==> src/rtl/mlaccel_pkg.sv <==
// Shared definitions for the mlaccel memory controller: default address width
// and the controller state enumeration.
package mlaccel_pkg;

  localparam int unsigned ADDR_BITS = 17;

  typedef enum logic [1:0] {
    IDLE,
    WRITE,
    READ,
    DRAIN
  } memctl_state_e;

endpackage

==> src/rtl/mlaccel_skidbuf.sv <==
// Two-entry valid/ready FIFO. The head entry is held stable until it is
// popped, and a push and a pop may happen in the same cycle.
module mlaccel_skidbuf #(
  parameter int unsigned WIDTH = 32
) (
  input  logic             i_clk,
  input  logic             i_rst,
  input  logic             i_valid,
  output logic             o_ready,
  input  logic [WIDTH-1:0] i_data,
  output logic             o_valid,
  input  logic             i_ready,
  output logic [WIDTH-1:0] o_data
);

  logic [WIDTH-1:0] r_mem [2];
  logic             r_rptr;
  logic             r_wptr;
  logic [1:0]       r_count;
  logic             w_push;
  logic             w_pop;

  assign o_ready = (r_count != 2'd2);
  assign o_valid = (r_count != 2'd0);
  assign o_data  = r_mem[r_rptr];
  assign w_push  = i_valid && o_ready;
  assign w_pop   = o_valid && i_ready;

  always_ff @(posedge i_clk) begin
    if (i_rst) begin
      r_rptr  <= 1'b0;
      r_wptr  <= 1'b0;
      r_count <= '0;
    end else begin
      if (w_push) r_wptr <= ~r_wptr;
      if (w_pop)  r_rptr <= ~r_rptr;
      r_count <= r_count + {1'b0, w_push} - {1'b0, w_pop};
    end
  end

  always_ff @(posedge i_clk) begin
    if (w_push) r_mem[r_wptr] <= i_data;
  end

endmodule

==> src/rtl/mlaccel_memctl.sv <==
// mlaccel_memctl: bridges a byte-stream write port and a word-stream read port
// onto mlaccel_memory (byte writes, 32-bit reads returned one cycle later).
module mlaccel_memctl #(
  parameter int unsigned ADDR_BITS = mlaccel_pkg::ADDR_BITS
) (
  input  logic                 clock,
  input  logic                 reset,
  input  logic                 cmd_valid,
  output logic                 cmd_ready,
  input  logic                 cmd_write,
  input  logic [ADDR_BITS-1:0] cmd_addr,
  input  logic [ADDR_BITS-1:0] cmd_len,
  input  logic                 wr_valid,
  output logic                 wr_ready,
  input  logic [7:0]           wr_data,
  output logic                 rd_valid,
  input  logic                 rd_ready,
  output logic [31:0]          rd_data,
  output logic [ADDR_BITS-1:0] mem_addr,
  output logic                 mem_wen,
  output logic [7:0]           mem_wdata,
  input  logic [31:0]          mem_rdata,
  output logic                 busy
);

  import mlaccel_pkg::*;

  memctl_state_e        r_state;
  memctl_state_e        w_next;
  logic [ADDR_BITS-1:0] r_addr;
  logic [ADDR_BITS-1:0] r_count;
  logic [ADDR_BITS-1:0] r_wr_addr;
  logic [7:0]           r_wdata;
  logic                 r_mem_wen;
  logic                 r_inflight;
  logic                 w_cmd_fire;
  logic                 w_wr_fire;
  logic                 w_pop;
  logic                 w_issue;
  logic                 w_fifo_valid;
  logic                 w_fifo_in_ready;
  logic [31:0]          w_fifo_data;
  logic [2:0]           w_occupancy;

  assign cmd_ready = !reset && (r_state == IDLE);
  assign wr_ready  = !reset && (r_state == WRITE);
  assign busy      = !reset && (r_state != IDLE);
  assign rd_valid  = !reset && w_fifo_valid;
  assign rd_data   = w_fifo_data;
  assign mem_wen   = !reset && r_mem_wen;
  assign mem_wdata = reset ? '0 : r_wdata;
  assign mem_addr  = reset ? '0 : (r_mem_wen ? r_wr_addr : r_addr);

  assign w_cmd_fire = cmd_valid && cmd_ready;
  assign w_wr_fire  = wr_valid && wr_ready;
  assign w_pop      = rd_valid && rd_ready;

  // Words that will still occupy the FIFO after this cycle's pop: buffered
  // (full = !in_ready) plus the one returning from memory; a pop this cycle
  // frees a slot so streaming with rd_ready high issues every cycle.
  assign w_occupancy = {2'b00, w_fifo_valid} + {2'b00, !w_fifo_in_ready}
                     + {2'b00, r_inflight} - {2'b00, w_pop};
  assign w_issue = (r_state == READ) && (w_occupancy < 3'd2);

  always_comb begin
    w_next = r_state;
    case (r_state)
      IDLE: begin
        if (w_cmd_fire && (cmd_len != '0)) w_next = cmd_write ? WRITE : READ;
      end
      WRITE: begin
        if (w_wr_fire && (r_count == ADDR_BITS'(1))) w_next = IDLE;
      end
      READ: begin
        if (w_issue && (r_count == ADDR_BITS'(1))) w_next = DRAIN;
      end
      DRAIN: begin
        if (!r_inflight && !w_fifo_valid) w_next = IDLE;
        else if (!r_inflight && w_fifo_in_ready && w_pop) w_next = IDLE;
      end
      default: w_next = IDLE;
    endcase
  end

  always_ff @(posedge clock) begin
    if (reset) begin
      r_state    <= IDLE;
      r_addr     <= '0;
      r_count    <= '0;
      r_wr_addr  <= '0;
      r_wdata    <= '0;
      r_mem_wen  <= 1'b0;
      r_inflight <= 1'b0;
    end else begin
      r_state    <= w_next;
      r_mem_wen  <= w_wr_fire;
      r_inflight <= w_issue;
      if (w_cmd_fire) begin
        r_addr  <= cmd_write ? cmd_addr : {cmd_addr[ADDR_BITS-1:2], 2'b00};
        r_count <= cmd_len;
      end else if (w_wr_fire) begin
        r_wr_addr <= r_addr;
        r_wdata   <= wr_data;
        r_addr    <= r_addr + ADDR_BITS'(1);
        r_count   <= r_count - ADDR_BITS'(1);
      end else if (w_issue) begin
        r_addr  <= r_addr + ADDR_BITS'(4);
        r_count <= r_count - ADDR_BITS'(1);
      end
    end
  end

  mlaccel_skidbuf #(
    .WIDTH(32)
  ) u_rdbuf (
    .i_clk   (clock),
    .i_rst   (reset),
    .i_valid (r_inflight),
    .o_ready (w_fifo_in_ready),
    .i_data  (mem_rdata),
    .o_valid (w_fifo_valid),
    .i_ready (w_pop),
    .o_data  (w_fifo_data)
  );

endmodule

==> config.mk <==
export PLATFORM = sky130hd
export DESIGN_NAME = mlaccel_memctl
export DESIGN_NICKNAME = d
export VERILOG_FILES = /design/src/rtl/mlaccel_pkg.sv /design/src/rtl/mlaccel_skidbuf.sv /design/src/rtl/mlaccel_memctl.sv
export SDC_FILE = /design/constraint.sdc
export NUM_CORES = 1
export LEC_CHECK = 0
export CAP_MARGIN = 20
export CORE_MARGIN = 2
export CORE_UTILIZATION = 25
export CTS_CLUSTER_SIZE = 25
export DETAILED_ROUTE_END_ITERATION = 6
export HOLD_SLACK_MARGIN = 0.12
export PLACE_DENSITY = 0.52
export SYNTH_ARGS = -nofsm -noshare
export SYNTH_HDL_FRONTEND = slang
export SYNTH_SLANG_ARGS = --single-unit
==> constraint.sdc <==
create_clock -name clock -period 3.2 [get_ports clock]
set_input_delay 0.64 -clock clock [delete_from_list [all_inputs] [get_ports clock]]
set_output_delay 0.64 -clock clock [all_outputs]
set_load 0.01 [all_outputs]
After elaboration in Yosys (flattened, before gate mapping)
Memories as Yosys holds them, arrays and structs flattened. A register that Yosys moved wholly into a read port is not among the register bits.
Cells that the tools add are included.
{"block": "totals", "register_bits": 67, "mem_bits_rw": 64, "output_inout_bits": 62, "word_cells": 81, "mem_count": 1}
{"block": "classes", "add_sub_neg": 8, "order_cmp": 1, "eq_ne": 9, "muxes": 21, "bitwise_logic": 3, "reduce_logical": 28}
{"memory": "u_rdbuf.r_mem", "depth": 2, "word_bits": 32, "read_ports": 1, "rd_ports_with_merged_regs": 1, "write_ports": 1, "line": "mlaccel_skidbuf.sv:16", "rtl": "logic [WIDTH-1:0] r_mem [2];"}
{"operator": "2-to-1 mux 17 bit", "n": 8}
{"operator": "adder 17 x 1 -> 17 bit, second input constant", "n": 1}
{"operator": "adder 17 x 3 -> 17 bit, second input constant", "n": 1}
{"operator": "equality test 17 x 1 -> 1 bit, second input constant", "n": 1}
{"operator": "logical AND 1 bit", "n": 17}
{"operator": "nonzero test 17 bit", "n": 1}
{"operator": "subtractor 17 x 1 -> 17 bit, second input constant", "n": 1}
{"operator": "2-to-1 mux 2 bit", "n": 7}
{"operator": "2-to-1 mux 8 bit", "n": 1}
{"operator": "case mux 2 bit (4 select lines)", "n": 1}
{"operator": "!= test 2 x 1 -> 1 bit, second input constant", "n": 3}
{"operator": "equality test 2 bit, second input constant", "n": 2}
{"operator": "zero test 1 bit", "n": 4}
{"operator": "2-to-1 mux 1 bit", "n": 4}
{"operator": "AND reduction 4 bit", "n": 1}
{"operator": "nonzero test 2 bit", "n": 2}
{"operator": "adder 2 x 1 -> 3 bit", "n": 1}
{"operator": "less-than comparator 3 x 2 -> 1 bit, second input constant", "n": 1}
{"operator": "!= test 3 bit, second input constant", "n": 1}
{"operator": "inverter 1 bit", "n": 3}
{"operator": "nonzero test 3 bit", "n": 1}
{"operator": "subtractor 3 x 1 -> 3 bit", "n": 1}
{"operator": "adder 1 x 1 -> 2 bit", "n": 1}
{"operator": "adder 2 x 1 -> 2 bit", "n": 1}
{"operator": "5 further kinds", "n": 5}

Logic depth before layout (Yosys ltp)
{"block": "depth", "word_depth": 10, "depth_mapped": 12}

By module
From an unflattened synthesis, not the netlist that was laid out.
{"block": "unflattened", "cells_unflattened": 616, "hier_area_um2": 6282.3}
{"module": "mlaccel_memctl", "instances": 1, "cells_per_inst": 492, "area_each_um2": 3604.7, "seq_area_each_um2": 1261.2}
{"module": "mlaccel_skidbuf", "instances": 1, "cells_per_inst": 124, "area_each_um2": 2677.6, "seq_area_each_um2": 2021.9}

Worst setup path before layout
No wires, ideal clock.
{"block": "synth_path", "path_kind": "input-to-reg", "from": "input reset", "to": "register r_addr[15]", "setup_time_ps": 117, "arrival_time_ps": 2833, "required_time_ps": 3083, "path_slack_ps": 250, "stages": 10, "path_buffers": 0, "cell_sequence": "nor2b_1 -> and2_1 -> ha_1 -> inv_1 -> ha_1 -> a21oi_2 -> mux2i_4 -> nor2_2 -> or3_1 -> a32o_1"}
{"block": "synth_via", "elab_chain_len": 7, "elab_cells_between_ends": 13}
{"element": "start, declared", "line": "mlaccel_memctl.sv:7", "rtl": "input logic reset,"}
{"element": "zero test 1 bit", "line": "mlaccel_memctl.sv:45, mlaccel_memctl.sv:46, mlaccel_memctl.sv:48"}
{"element": "logical AND 1 bit", "line": "mlaccel_memctl.sv:48", "rtl": "assign rd_valid = !reset && w_fifo_valid;"}
{"element": "logical AND 1 bit", "line": "mlaccel_memctl.sv:56", "rtl": "assign w_pop = rd_valid && rd_ready;"}
{"element": "subtractor 3 x 1 -> 3 bit", "line": "mlaccel_memctl.sv:62", "rtl": "+ {2'b00, r_inflight} - {2'b00, w_pop};"}
{"element": "less-than comparator 3 x 2 -> 1 bit", "line": "mlaccel_memctl.sv:63", "rtl": "assign w_issue = (r_state == READ) && (w_occupancy < 3'd2);"}
{"element": "logical AND 1 bit", "line": "mlaccel_memctl.sv:63"}
{"element": "nonzero test 3 bit (no source line)"}
{"element": "end signal, assigned", "line": "mlaccel_memctl.sv:99", "rtl": "r_addr <= cmd_write ? cmd_addr : {cmd_addr[ADDR_BITS-1:2], 2'b00};"}
{"element": "end signal, assigned", "line": "mlaccel_memctl.sv:104", "rtl": "r_addr <= r_addr + ADDR_BITS'(1);"}
{"element": "end signal, assigned", "line": "mlaccel_memctl.sv:107", "rtl": "r_addr <= r_addr + ADDR_BITS'(4);"}
{"element": "end, declared", "line": "mlaccel_memctl.sv:30", "rtl": "logic [ADDR_BITS-1:0] r_addr;"}
Several ways; a longest one is shown, not always the timed one.
A chain may end at the register's enable or synchronous reset.

Worst setup path after layout
{"block": "layout_path", "from": "register u_rdbuf.r_count[1]", "to": "register r_addr[15]"}
{"block": "layout_via", "elab_chain_len": 8, "elab_cells_between_ends": 11}
{"element": "start, declared", "line": "mlaccel_skidbuf.sv:19", "rtl": "logic [1:0] r_count;"}
{"element": "start signal, assigned", "line": "mlaccel_skidbuf.sv:37", "rtl": "r_count <= r_count + {1'b0, w_push} - {1'b0, w_pop};"}
{"element": "!= test 2 bit", "line": "mlaccel_skidbuf.sv:23", "rtl": "assign o_ready = (r_count != 2'd2);"}
{"element": "zero test 1 bit", "line": "mlaccel_memctl.sv:61", "rtl": "assign w_occupancy = {2'b00, w_fifo_valid} + {2'b00, !w_fifo_in_ready}"}
{"element": "adder 1 x 1 -> 2 bit", "line": "mlaccel_memctl.sv:61"}
{"element": "adder 2 x 1 -> 3 bit", "line": "mlaccel_memctl.sv:62"}
{"element": "subtractor 3 x 1 -> 3 bit *", "line": "mlaccel_memctl.sv:62"}
{"element": "less-than comparator 3 x 2 -> 1 bit *", "line": "mlaccel_memctl.sv:63"}
{"element": "logical AND 1 bit *", "line": "mlaccel_memctl.sv:63"}
{"element": "nonzero test 3 bit (no source line) *"}
Mark *: on every way between the ends. The rest lies on a longest branch, timed or not.

==> impl_metrics.yaml <==
logic_synthesis:
  synthTopCellsByArea: "edfxtp_1 31%, dfxtp_1 22%, mux2_2 5.8%"
  syn_area_um2: 6230
  synthAdderAreaFrac_pct: 1.61
  seq_area_frac_synth_pct: 52.7
  synth-compound-area-share_pct: 15.0
  synthMuxAreaShare_pct: 9.22
  synth_top_area_share_pct: 30.8
  async_reset_ff_share_pct: 0
  ys_seq_elements: 132
  avgSynthCellArea_um2: 10.2
  syn_inst: 609
  yosys_warnings: 0
  synthSimpleGateAreaFrac_pct: 17.0
  synthDistinctLibCells: 76
  synth_edf_count: 64
  synth_fp_nets: 697
  synth_top_family_by_area: "simple AND/OR/NAND/NOR gates"
  synth_top_area_cell: "edfxtp_1"
  synth.most_common_cell: "nand2_1"
  synth.top_cells.by_count: "81 x nand2_1, 68 x dfxtp_1, 64 x edfxtp_1"
  synth_flop_cell: "dfxtp_1"
  yosys.area_share.xor_xnor_pct: 0.984
sta:
  finalClockSkew_ps: 10.4
  period_share_pct: 92.4
  rsz0062_at_grt: "no"
  timing.final.max_slew_violations: 0
  hold_viol_final: 0
  fmax_ghz: 0.338
  setup_viol: 0
  period_needed_ps: 2960
  worstMarginPinSlew_ps: 648
  maxSlewHeadroom_pct: 56.7
cells_and_area:
  areaGrowthSynthToFinish_pct: 39.2
  final_core_utilization_pct: 35.6
  diodes: 0
  fin_cells: 1086
  nets: 837
  drive_gt1_share_pct: 13.1
setup_path:
  end_kind: "register"
  crit_arrival_ps: 3270
  reg2reg_from: "u_rdbuf.r_count[1]"
  crit_type: "reg2reg"
  r2r_end: "r_addr[15]"
  start_kind: "register"
  ff2ff_path_depth: 11
  regToRegSetupSlack_ps: 240
  critical_path_required_ps: 3510
  path_max_fanout: 6
run:
  maxCapViolCount: 0
cts:
  cts.sinks: 132
  cts-root-buf: "clkbuf_16"
  cts_tree: "built"
  cts_buffers: 17
  clk_path_buf_depth: 2
  post_cts_buffers: 0
  clk-insertion-delay-late_ps: 420
  clkSlewWorstSetupHoldPaths_ps: 60
  htreeDepth: 4
routing:
  firstDrtPassIters: 5
  ant_nets: 0
  wl_per_cell_um: 15.9
  drt_wl_total_um: 17300
  avgViaCountPerCell: 4.72
  drt-initial-drc-count: 284
  vias: 5121
  drc: 0
min_path:
  min_path_type: "reg2reg"
  hold_end: "r_wdata[6]"
  min-delay-start: "r_wdata[6]"
  holdPathStages: 2
global_routing:
  grt_pass1_wl_um: 27600
  grt_max_degree: 77
  grt-ovfl-total: 0
  grt_util_all_layers_pct: 13.4
  grt_pass1_vias: 4944
  antenna_found_initial: 0
power_and_ir_drop:
  ir_drop_v: 0.000330
  powerDensity_nw_per_um2: 763
  leakagePower_nw: 2.92
placed_design:
  gp_congestion: 0.759
  placedCellCount: 1054
  io_buffers: 141
  dp.final_hpwl_um: 11700
floorplan:
  dieArea_um2: 26200
  die_h_um: 162
  start_util_pct: 25.5
  ios: 142
  rows: 57
  die_x_um: 162
  coreArea_um2: 24400
outcome:
  status: "finished, final reports clean"
registers in the layout, summed over array words and instances (netlist names), named ones only:
name	count
u_rdbuf.r_mem	64
u_rdbuf.r_wptr	1
r_mem_wen	1
r_wr_addr	17
u_rdbuf.r_rptr	1
r_inflight	1
r_state	2
r_wdata	8
r_addr	17
r_count	17
u_rdbuf.r_count	2
worst max-delay path: stages, from the launching register on:
cell and delay [ps]:
dfxtp_1 330, or2_2 330, nor2b_1 160, and2_1 160
ha_1 270, inv_1 40, ha_1 300, a21oi_4 180
mux2i_4 390, nor2_2 80, or3_1 380, a32o_1 260
cells in the final DEF (no fill, tap or decap), types with 8 or more instances in the layout:
cell	instances
clkdlybuf4s50_1	140
nand2_1	81
dfxtp_1	68
edfxtp_1	64
nor2_1	53
a21oi_1	52
mux2_2	32
buf_4	19
mux2i_1	18
clkbuf_16	17
o21ai_0	15
nor3_1	13
nor2b_1	11
o31ai_1	10
inv_1	9
nand3_1	9
a211oi_1	9
ha_1	8
layout make-up:
cell class	count	area (um2)
multi-input cells	426	2760
well taps	324	405
clock buffers	17	425
fillers	2477	15700
flip-flops and latches	132	3280
repair buffers	162	1600
clock inverters	15	156
inverters	10	37.5
metrics by stage:
| step | cell area [um2] | setup TNS (ps) | hold slack (ps) | power, mW | setup slack (ps) |
|---|---|---|---|---|---|
| finish | 8670 | 0 | 451 | 6.62 | 242 |
| global route | 8670 | 0 | 468 | 7.05 | 26.2 |
| CTS | 8670 | 0 | 452 | 6.66 | 185 |
| detailed placement | 8080 | -172 | 444 | 4.70 | -57.7 |
| global placement | 8080 | -74.8 | 439 | 4.71 | -43.8 |
| floorplan | 6230 | 0 | 432 | 3.80 | 250 |
cell families after synthesis:
logic type	after synthesis
adder cells (fa/ha/maj)	8
flip-flops	132
AND/OR/NAND/NOR	217
buffers and inverters	51
XOR/XNOR	7
AO/OA/AOI/OAI	142
multiplexers	52
what timing repair did:
action                                 in CTS  in global routing
setup endpoints to repair                   0                  2
hold buffers                                0                  0
endpoints found under the hold margin       0                  0
resized for setup                           0                  1
how the worst max path moves through the flow:
| stage | startpoint | endpoint | slack [ps] |
|---|---|---|---|
| 2_1_floorplan | reset | r_addr[15] | 250 |
| 3_3_place_gp | rd_ready | r_addr[15] | -40 |
| 3_5_place_dp | rd_ready | r_addr[15] | -60 |
| 4_1_cts | u_rdbuf.r_count[1] | r_addr[15] | 190 |
| 5_1_grt | u_rdbuf.r_count[1] | r_count[1] | 30 |
| 6_report | u_rdbuf.r_count[1] | r_addr[15] | 240 |
power by group:
group          total [mW]  switching (mW)  leakage (nW)  internal [mW]
sequential           2.30           0.257          1.13           2.04
combinational        2.39            1.28          1.52           1.11
clock                1.92           0.774         0.275           1.15
total                6.62            2.31          2.92           4.31
layer usage:
metal / wire (um) / share of wire (%) / vias up / global-route usage, %
li1: - / - / 2515 / -
met1: 8360 / 48 / 2418 / 18.3
met2: 7690 / 44 / 176 / 20.8
met3: 1080 / 6.3 / 12 / 3.65
met4: 159 / 0.92 / 0 / 3.98
met5: 0 / 0 / - / 0
Power figures use the tool's default switching activity.
